$ cat src/rtl/dcache_pkg.sv
// Shared types for the data cache.
//   DCACHE_SETS / DCACHE_IDX_W / DCACHE_TAG_W : default geometry (16 direct-mapped frames)
//   CNT_ADDR       : word address that receives the final hit count after a flush
//   dcachef_t      : byte address split into {tag, idx, bytoff}
//   dcache_frame_t : one cache frame {valid, dirty, tag, data}
//   dcache_state_t : controller states
package dcache_pkg;

  localparam int DCACHE_SETS  = 16;
  localparam int DCACHE_IDX_W = $clog2(DCACHE_SETS);
  localparam int DCACHE_TAG_W = 30 - DCACHE_IDX_W;

  localparam logic [31:0] CNT_ADDR = 32'h0000_3100;

  typedef struct packed {
    logic [DCACHE_TAG_W-1:0] tag;
    logic [DCACHE_IDX_W-1:0] idx;
    logic [1:0]              bytoff;
  } dcachef_t;

  typedef struct packed {
    logic                    valid;
    logic                    dirty;
    logic [DCACHE_TAG_W-1:0] tag;
    logic [31:0]             data;
  } dcache_frame_t;

  typedef enum logic [2:0] {
    IDLE,
    WB,
    FETCH,
    FLUSH,
    CNT,
    DONE
  } dcache_state_t;

endpackage

$ cat src/rtl/dcache_if.sv
// Bus interfaces around the data cache.
//   dcache_dp_if  : datapath MEM stage <-> cache
//     master (datapath): drives halt, dmemREN, dmemWEN, dmemaddr, dmemstore
//     slave  (cache)   : drives dhit, dmemload, flushed
//   dcache_mem_if : cache <-> memory controller
//     master (cache)   : drives dREN, dWEN, daddr, dstore
//     slave  (memory)  : drives dwait, dload
interface dcache_dp_if;
  logic        halt;
  logic        dmemREN;
  logic        dmemWEN;
  logic [31:0] dmemaddr;
  logic [31:0] dmemstore;
  logic        dhit;
  logic [31:0] dmemload;
  logic        flushed;

  modport master (
    output halt, dmemREN, dmemWEN, dmemaddr, dmemstore,
    input  dhit, dmemload, flushed
  );

  modport slave (
    input  halt, dmemREN, dmemWEN, dmemaddr, dmemstore,
    output dhit, dmemload, flushed
  );
endinterface

interface dcache_mem_if;
  logic        dREN;
  logic        dWEN;
  logic [31:0] daddr;
  logic [31:0] dstore;
  logic        dwait;
  logic [31:0] dload;

  modport master (
    output dREN, dWEN, daddr, dstore,
    input  dwait, dload
  );

  modport slave (
    input  dREN, dWEN, daddr, dstore,
    output dwait, dload
  );
endinterface

$ cat src/rtl/dcache.sv
// Direct-mapped, write-back, write-allocate data cache with one-word blocks.
// Services datapath loads/stores in one cycle on a hit; misses write back a
// dirty victim and then fetch the word. On halt every dirty frame is written
// back, the hit count is stored to CNT_ADDR, and flushed is raised for good.
// Ports:
//   CLK  : clock, rising edge
//   nRST : asynchronous active-low reset
//   dp   : datapath side (dcache_dp_if.slave)
//   mem  : memory controller side (dcache_mem_if.master)
module dcache #(
  parameter int          SETS     = dcache_pkg::DCACHE_SETS,
  parameter logic [31:0] CNT_ADDR = dcache_pkg::CNT_ADDR
) (
  input  logic          CLK,
  input  logic          nRST,
  dcache_dp_if.slave    dp,
  dcache_mem_if.master  mem
);
  import dcache_pkg::*;

  localparam int IDX_W = $clog2(SETS);
  localparam int TAG_W = 30 - IDX_W;

  // Address split at this instance's geometry.
  typedef struct packed {
    logic [TAG_W-1:0] tag;
    logic [IDX_W-1:0] idx;
    logic [1:0]       bytoff;
  } addr_t;

  // Frame array, one field per array so only valid/dirty carry a reset.
  logic [SETS-1:0]  valid;
  logic [SETS-1:0]  dirty;
  logic [TAG_W-1:0] tag_mem  [SETS];
  logic [31:0]      data_mem [SETS];

  dcache_state_t    state, state_next;
  logic [IDX_W-1:0] fidx, fidx_next;
  logic [31:0]      hit_count;
  logic             retry;

  // The missing address is captured when the miss is detected, so the
  // memory-side address stays constant even if the datapath drops or changes
  // its request while the miss is outstanding.
  logic [TAG_W-1:0] miss_tag;
  logic [IDX_W-1:0] miss_idx;

  addr_t            req;
  logic             req_valid;
  logic             req_write;
  logic             req_hit;

  // Frame-update controls produced by the next-state logic.
  logic             hit_en;
  logic             fill_en;
  logic             clean_en;
  logic [IDX_W-1:0] clean_idx;
  logic             miss_latch;
  logic             flush_adv;

  logic             unused_bytoff;

  assign req           = addr_t'(dp.dmemaddr);
  assign req_valid     = dp.dmemREN | dp.dmemWEN;
  assign req_write     = dp.dmemWEN;  // a write wins when both strobes are set
  assign req_hit       = valid[req.idx] && (tag_mem[req.idx] == req.tag);
  assign unused_bytoff = ^req.bytoff;

  // NOTE: every signal written here gets a default first, so no path through
  // the case statement can leave one unassigned and infer a latch.
  always_comb begin
    state_next   = state;
    fidx_next    = fidx;
    hit_en       = 1'b0;
    fill_en      = 1'b0;
    clean_en     = 1'b0;
    clean_idx    = miss_idx;
    miss_latch   = 1'b0;
    flush_adv    = 1'b0;
    dp.dhit      = 1'b0;
    dp.dmemload  = '0;
    dp.flushed   = 1'b0;
    mem.dREN     = 1'b0;
    mem.dWEN     = 1'b0;
    mem.daddr    = '0;
    mem.dstore   = '0;

    unique case (state)
      IDLE: begin
        if (dp.halt) begin
          state_next = FLUSH;
          fidx_next  = '0;
        end else if (req_valid) begin
          if (req_hit) begin
            dp.dhit = 1'b1;
            hit_en  = 1'b1;
            if (!req_write) dp.dmemload = data_mem[req.idx];
          end else begin
            miss_latch = 1'b1;
            state_next = (valid[req.idx] && dirty[req.idx]) ? WB : FETCH;
          end
        end
      end

      WB: begin
        mem.dWEN   = 1'b1;
        mem.daddr  = {tag_mem[miss_idx], miss_idx, 2'b00};
        mem.dstore = data_mem[miss_idx];
        if (!mem.dwait) begin
          clean_en   = 1'b1;
          state_next = FETCH;
        end
      end

      FETCH: begin
        mem.dREN  = 1'b1;
        mem.daddr = {miss_tag, miss_idx, 2'b00};
        if (!mem.dwait) begin
          fill_en    = 1'b1;
          state_next = IDLE;
        end
      end

      FLUSH: begin
        if (valid[fidx] && dirty[fidx]) begin
          mem.dWEN   = 1'b1;
          mem.daddr  = {tag_mem[fidx], fidx, 2'b00};
          mem.dstore = data_mem[fidx];
          if (!mem.dwait) begin
            clean_en  = 1'b1;
            clean_idx = fidx;
            flush_adv = 1'b1;
          end
        end else begin
          flush_adv = 1'b1;  // clean or invalid frame: skip without a bus cycle
        end
        if (flush_adv) begin
          if (fidx == IDX_W'(SETS - 1)) state_next = CNT;
          else                          fidx_next  = fidx + 1'b1;
        end
      end

      CNT: begin
        mem.dWEN   = 1'b1;
        mem.daddr  = CNT_ADDR;
        mem.dstore = hit_count;
        if (!mem.dwait) state_next = DONE;
      end

      DONE: begin
        dp.flushed = 1'b1;
      end

      default: state_next = IDLE;
    endcase
  end

  // NOTE: clocked state uses non-blocking assignments so every register
  // samples the pre-edge values regardless of statement order.
  always_ff @(posedge CLK or negedge nRST) begin
    if (!nRST) begin
      state     <= IDLE;
      fidx      <= '0;
      hit_count <= '0;
      retry     <= 1'b0;
      miss_tag  <= '0;
      miss_idx  <= '0;
    end else begin
      state <= state_next;
      fidx  <= fidx_next;
      // The hit that completes a miss replays the original request; only
      // first-time hits are counted.
      if (hit_en) begin
        retry <= 1'b0;
        if (!retry) hit_count <= hit_count + 32'd1;
      end
      if (fill_en) retry <= 1'b1;
      if (miss_latch) begin
        miss_tag <= req.tag;
        miss_idx <= req.idx;
      end
    end
  end

  always_ff @(posedge CLK or negedge nRST) begin
    if (!nRST) begin
      valid <= '0;
      dirty <= '0;
    end else begin
      if (hit_en && req_write) dirty[req.idx] <= 1'b1;
      if (clean_en)            dirty[clean_idx] <= 1'b0;
      if (fill_en) begin
        valid[miss_idx] <= 1'b1;
        dirty[miss_idx] <= 1'b0;
      end
    end
  end

  // NOTE: tag and data storage is deliberately left without reset; a frame's
  // contents are never used while its valid bit is clear.
  always_ff @(posedge CLK) begin
    if (hit_en && req_write) begin
      data_mem[req.idx] <= dp.dmemstore;
    end else if (fill_en) begin
      data_mem[miss_idx] <= mem.dload;
      tag_mem[miss_idx]  <= miss_tag;
    end
  end

endmodule

$ cat src/flat_wrapper.sv
// flat-port wrapper written by rule: the top's interface ports become plain ports
module dcache_flat import dcache_pkg::*;
#(
  parameter int          SETS     = dcache_pkg::DCACHE_SETS,
  parameter logic [31:0] CNT_ADDR = dcache_pkg::CNT_ADDR
)
  (CLK, nRST, dp_halt, dp_dmemREN, dp_dmemWEN, dp_dmemaddr, dp_dmemstore, dp_dhit, dp_dmemload, dp_flushed, mem_dREN, mem_dWEN, mem_daddr, mem_dstore, mem_dwait, mem_dload);
  dcache_dp_if dp_i ();
  dcache_mem_if mem_i ();
  input  logic CLK;
  input  logic nRST;
  input wire logic [$bits(dp_i.halt)-1:0] dp_halt;
  input wire logic [$bits(dp_i.dmemREN)-1:0] dp_dmemREN;
  input wire logic [$bits(dp_i.dmemWEN)-1:0] dp_dmemWEN;
  input wire logic [$bits(dp_i.dmemaddr)-1:0] dp_dmemaddr;
  input wire logic [$bits(dp_i.dmemstore)-1:0] dp_dmemstore;
  output wire logic [$bits(dp_i.dhit)-1:0] dp_dhit;
  output wire logic [$bits(dp_i.dmemload)-1:0] dp_dmemload;
  output wire logic [$bits(dp_i.flushed)-1:0] dp_flushed;
  output wire logic [$bits(mem_i.dREN)-1:0] mem_dREN;
  output wire logic [$bits(mem_i.dWEN)-1:0] mem_dWEN;
  output wire logic [$bits(mem_i.daddr)-1:0] mem_daddr;
  output wire logic [$bits(mem_i.dstore)-1:0] mem_dstore;
  input wire logic [$bits(mem_i.dwait)-1:0] mem_dwait;
  input wire logic [$bits(mem_i.dload)-1:0] mem_dload;
  assign dp_i.halt = dp_halt;
  assign dp_i.dmemREN = dp_dmemREN;
  assign dp_i.dmemWEN = dp_dmemWEN;
  assign dp_i.dmemaddr = dp_dmemaddr;
  assign dp_i.dmemstore = dp_dmemstore;
  assign dp_dhit = dp_i.dhit;
  assign dp_dmemload = dp_i.dmemload;
  assign dp_flushed = dp_i.flushed;
  assign mem_dREN = mem_i.dREN;
  assign mem_dWEN = mem_i.dWEN;
  assign mem_daddr = mem_i.daddr;
  assign mem_dstore = mem_i.dstore;
  assign mem_i.dwait = mem_dwait;
  assign mem_i.dload = mem_dload;
  dcache #(.SETS(SETS), .CNT_ADDR(CNT_ADDR)) u_core (.CLK(CLK), .nRST(nRST), .dp(dp_i), .mem(mem_i));
endmodule
$ cat config.mk
export PLATFORM = sky130hd
export DESIGN_NAME = dcache_flat
export DESIGN_NICKNAME = d
export VERILOG_FILES = /design/src/rtl/dcache_pkg.sv /design/src/rtl/dcache_if.sv /design/src/rtl/dcache.sv /design/src/flat_wrapper.sv
export SDC_FILE = /design/constraint.sdc
export NUM_CORES = 2
export LEC_CHECK = 0
export CAP_MARGIN = 20
export CORE_MARGIN = 4
export CORE_UTILIZATION = 62
export CTS_CLUSTER_SIZE = 28
export DETAILED_ROUTE_END_ITERATION = 8
export MAX_ROUTING_LAYER = met4
export PLACE_DENSITY = 0.8
export SYNTH_ARGS = -nofsm -noshare
export SYNTH_HDL_FRONTEND = slang
export SYNTH_SLANG_ARGS = --single-unit
$ cat constraint.sdc
create_clock -name CLK -period 6 [get_ports CLK]
set_input_delay 1.2 -clock CLK [delete_from_list [all_inputs] [get_ports CLK]]
set_output_delay 1.2 -clock CLK [all_outputs]
set_load 0.02 [all_outputs]
==> flow_metrics.tcl <==
set metrics [dict create \
    status "complete, no violations" \
    rows 111 \
    worstPathMaxFanout 12 \
    critPathRequiredTime_ns 4.80 \
    synth_flop_cell "edfxtp_1" \
    h-tree-depth 3 \
    fin_cells 4719 \
    worst_pin_slew_ns 1.15 \
    antenna_left 0 \
    hold_class "flop to flop" \
    clock_latency_ns 0.70 \
    ys_seq_elements 1030 \
    drive_gt1_share_pct 38.4 \
    cpMaxStageDelayCell "a221oi_1" \
    place_inst 4499 \
    met1Wirelength_um 57300 \
    rsz0062_at_grt "false" \
    period_needed_ns 5.94 \
    ios 202 \
    wl_met2_um 86400 \
    drv_cap 0 \
    grt_pass1_vias 37826 \
    cts_root_buf "clkbuf_16" \
    end_kind "primary output" \
    routabilityCongestion 0.904 \
    nets 3536 \
    clk_path_buf_depth 3 \
    intPower_mw 17.3 \
    wl_met3_um 22300 \
    cp-start-kind "primary input" \
    grt-ovfl-total 0 \
    path_buf_inv 7 \
    highest_layer "met4" \
    relSlewSlack_pct 23.5 \
    cts-buffers-inserted 107 \
    cp_slowest_stage_delay_ns 0.40 \
    setup_tns_ns 0 \
    path_cells "clkbuf_8, and2_1, buf_4, buf_4, a221oi_1, xnor2_1, nand4_1, a211oi_2, buf_4, nand4_4, or2_4, buf_4, buf_12, nor2b_4, clkdlybuf4s15_1" \
    syn-cell-area_um2 57200 \
    fin_area_um2 65200 \
    drtIter0Drc 6070 \
    async_reset_ff_share_pct 9.90 \
    p_clk_share_pct 27.0 \
    syn_to_final_growth_pct 14.0 \
    die_x_um 312 \
    critical_path_depth 15 \
    grt_pass1_wl_um 257000 \
    vias 37109 \
    initial_core_util_pct 62.5 \
    power.density_nw_per_um2 389 \
    finalCritPeriodShare_pct 99.0 \
    final-setup-viol-count 0 \
    numPortBuffers 197 \
    die_y_um 312 \
    maxSlewViolCount 0 \
    cp_top_family "buffers and inverters" \
    die-area_um2 97100 \
    hold_viol_final 0 \
    syn_inst 3192 \
    routed_wl_um 176000 \
    grt_max_degree 85 \
    p_comb_share_pct 34.8 \
    utilization_pct 71.2 \
    clk_pin_slew_ns 0.05 \
    switching_share_pct 31.9 \
    hold_slack_ns 0.496 \
    crit_type "primary input to primary output" \
    switchingPower_mw 8.09 \
    via_per_inst 7.86 \
    drc 0 \
    syn_avg_cell_area_um2 17.9 \
    synth_cell_types 85 \
    drt-pass1-iter-count 6 \
    p_seq_share_pct 38.2 \
    cpMostUsedCell "buf_4" \
    cts.sinks 1030 \
    coreArea_um2 91500 \
    synth_edf_count 928 \
    max_freq_ghz 0.168 \
    vdd_drop_max_mv 0.441 \
    antenna_found_initial 6 \
    cp.arrival_ns 4.74 \
    worst_r2r_path_depth 12 \
    pre_cts_ws_ns -0.377 \
    min_delay_path_depth 1 \
    yosysSeqAreaShare_pct 53.2 \
    place_area_um2 61400 \
    skew_ns 0.0345 \
    dp_hpwl_um 101000 \
    cts_tree "yes" \
    wl_per_cell_um 37.4 \
    grt.total_usage_pct 37.5 \
    cts_hold_buffers 0 \
    fin_ws_ns 0.0604 \
    synth-warning-count 0 \
    leakage_nw 21.5 \
    total_power_mw 25.4 \
]
-- flip-flops by register name (all words and copies together) (netlist names) --
| name | flops |
|---|---|
| u_core.data_mem | 512 |
| u_core.valid | 16 |
| u_core.dirty | 16 |
| u_core.fidx | 4 |
| u_core.state | 3 |
| u_core.miss_tag | 26 |
| u_core.retry | 1 |
| u_core.hit_count | 32 |
| u_core.tag_mem | 416 |
| u_core.miss_idx | 4 |
-- cell families after synthesis --
kind of cell	synth area share, %
flops	53.2
xor+xnor	0.917
mux	34.7
compound gates	3.47
buf+inv	2.83
simple gates	4.82
fa+ha+maj	0.0438
other cells	0.00656
-- power groups by stage --
stage / Sequential, mW / Combinational, mW / Clock (mW)
after floorplan: 9.20 / 6.49 / 0
after global placement: 9.76 / 8.47 / 0
after detailed placement: 9.77 / 8.70 / 0
after CTS: 9.62 / 8.78 / 6.87
after global routing: 9.73 / 9.28 / 7.20
final: 9.68 / 8.82 / 6.86
-- cell type report --
class	count	area, µm²
well taps	1186	1480
repair buffers	393	3860
flip-flops and latches	1030	30400
clock inverters	72	748
inverters	83	314
fillers	5374	26300
clock buffers	132	2840
diodes	6	15.0
multi-input cells	1817	25500
-- cell usage in the layout, fill, tap and decap left out, types with 7 or more instances in the layout --
master,Yosys,routed
a21oi_1,82,82
clkinv_1,1,21
nand2b_1,16,14
nor2_1,50,37
clkinv_2,0,27
buf_4,5,162
dfrtp_1,102,95
or2_2,17,17
mux4_2,800,800
xor2_1,19,19
nor2b_4,30,30
dfrtp_4,0,7
nor3_4,0,8
clkbuf_2,0,16
a221oi_1,9,9
nand3_1,36,35
edfxtp_1,928,928
nand2_1,158,157
mux2i_1,128,126
bufinv_16,0,13
a41oi_1,7,7
clkbuf_16,0,108
xnor2_1,39,37
clkdlybuf4s15_1,0,8
nor3_1,49,38
nor2b_1,65,63
nor2_4,0,11
inv_1,81,81
buf_12,10,24
dlygate4sd2_1,0,7
nand4_1,13,13
a22o_1,17,17
and3_1,14,14
a22oi_1,25,25
o21ai_0,78,75
buf_16,0,7
o22ai_1,14,10
clkbuf_1,156,19
mux2_2,43,43
clkdlybuf4s50_1,0,160
-- metal layers --
layer  GRT usage, %  vias to the layer above
met2           58.9                     3358
met3           8.06                      688
li1               -                    14056
met5              -                        -
met1           48.1                    19007
met4           16.9                        0
-- final timing paths --
| path | startpoint | endpoint | slack [ns] |
|---|---|---|---|
| max | dp_dmemaddr[3] | dp_dmemload[9] | 0.06 |
| min reg2reg | u_core.valid[4]$_DFFE_PN0P_ | u_core.valid[4]$_DFFE_PN0P_ | 0.50 |
| max in group asynchronous | nRST | u_core.miss_idx[2]$_DFFE_PN0P_ | 4.22 |
| min in group asynchronous | nRST | u_core.miss_tag[21]$_DFFE_PN0P_ | 0.53 |
| min | u_core.valid[4]$_DFFE_PN0P_ | u_core.valid[4]$_DFFE_PN0P_ | 0.50 |
| max reg2reg | u_core.tag_mem[15][6]$_DFFE_PP_ | u_core.data_mem[8][25]$_DFFE_PP_ | 1.81 |
-- cells in the mapped netlist (13+ instances only) --
library cell / count / area share, %
edfxtp_1: 928 / 49
mux4_2: 800 / 32
nand2_1: 158 / 1.0
clkbuf_1: 156 / 1.0
mux2i_1: 128 / 2.2
dfrtp_1: 102 / 4.5
a21oi_1: 82 / 0.72
inv_1: 81 / 0.53
o21ai_0: 78 / 0.68
nor2b_1: 65 / 0.71
buf_1: 59 / 0.39
nor2_1: 50 / 0.33
nor3_1: 49 / 0.43
mux2_2: 43 / 0.85
xnor2_1: 39 / 0.60
nand3_1: 36 / 0.32
nor2b_4: 30 / 0.72
a22oi_1: 25 / 0.33
buf_2: 21 / 0.18
xor2_1: 19 / 0.29
a22o_1: 17 / 0.26
or2_2: 17 / 0.19
nand2b_1: 16 / 0.18
and3_1: 14 / 0.15
o22ai_1: 14 / 0.15
nand4_1: 13 / 0.14
-- timing repair --
item	4_1_cts	5_1_grt
resized for setup	41	46
setup buffers	2	2
pin swaps	1	3
endpoints found under the setup margin	33	25
cloned	2	0
Power figures use the tool's default switching activity.
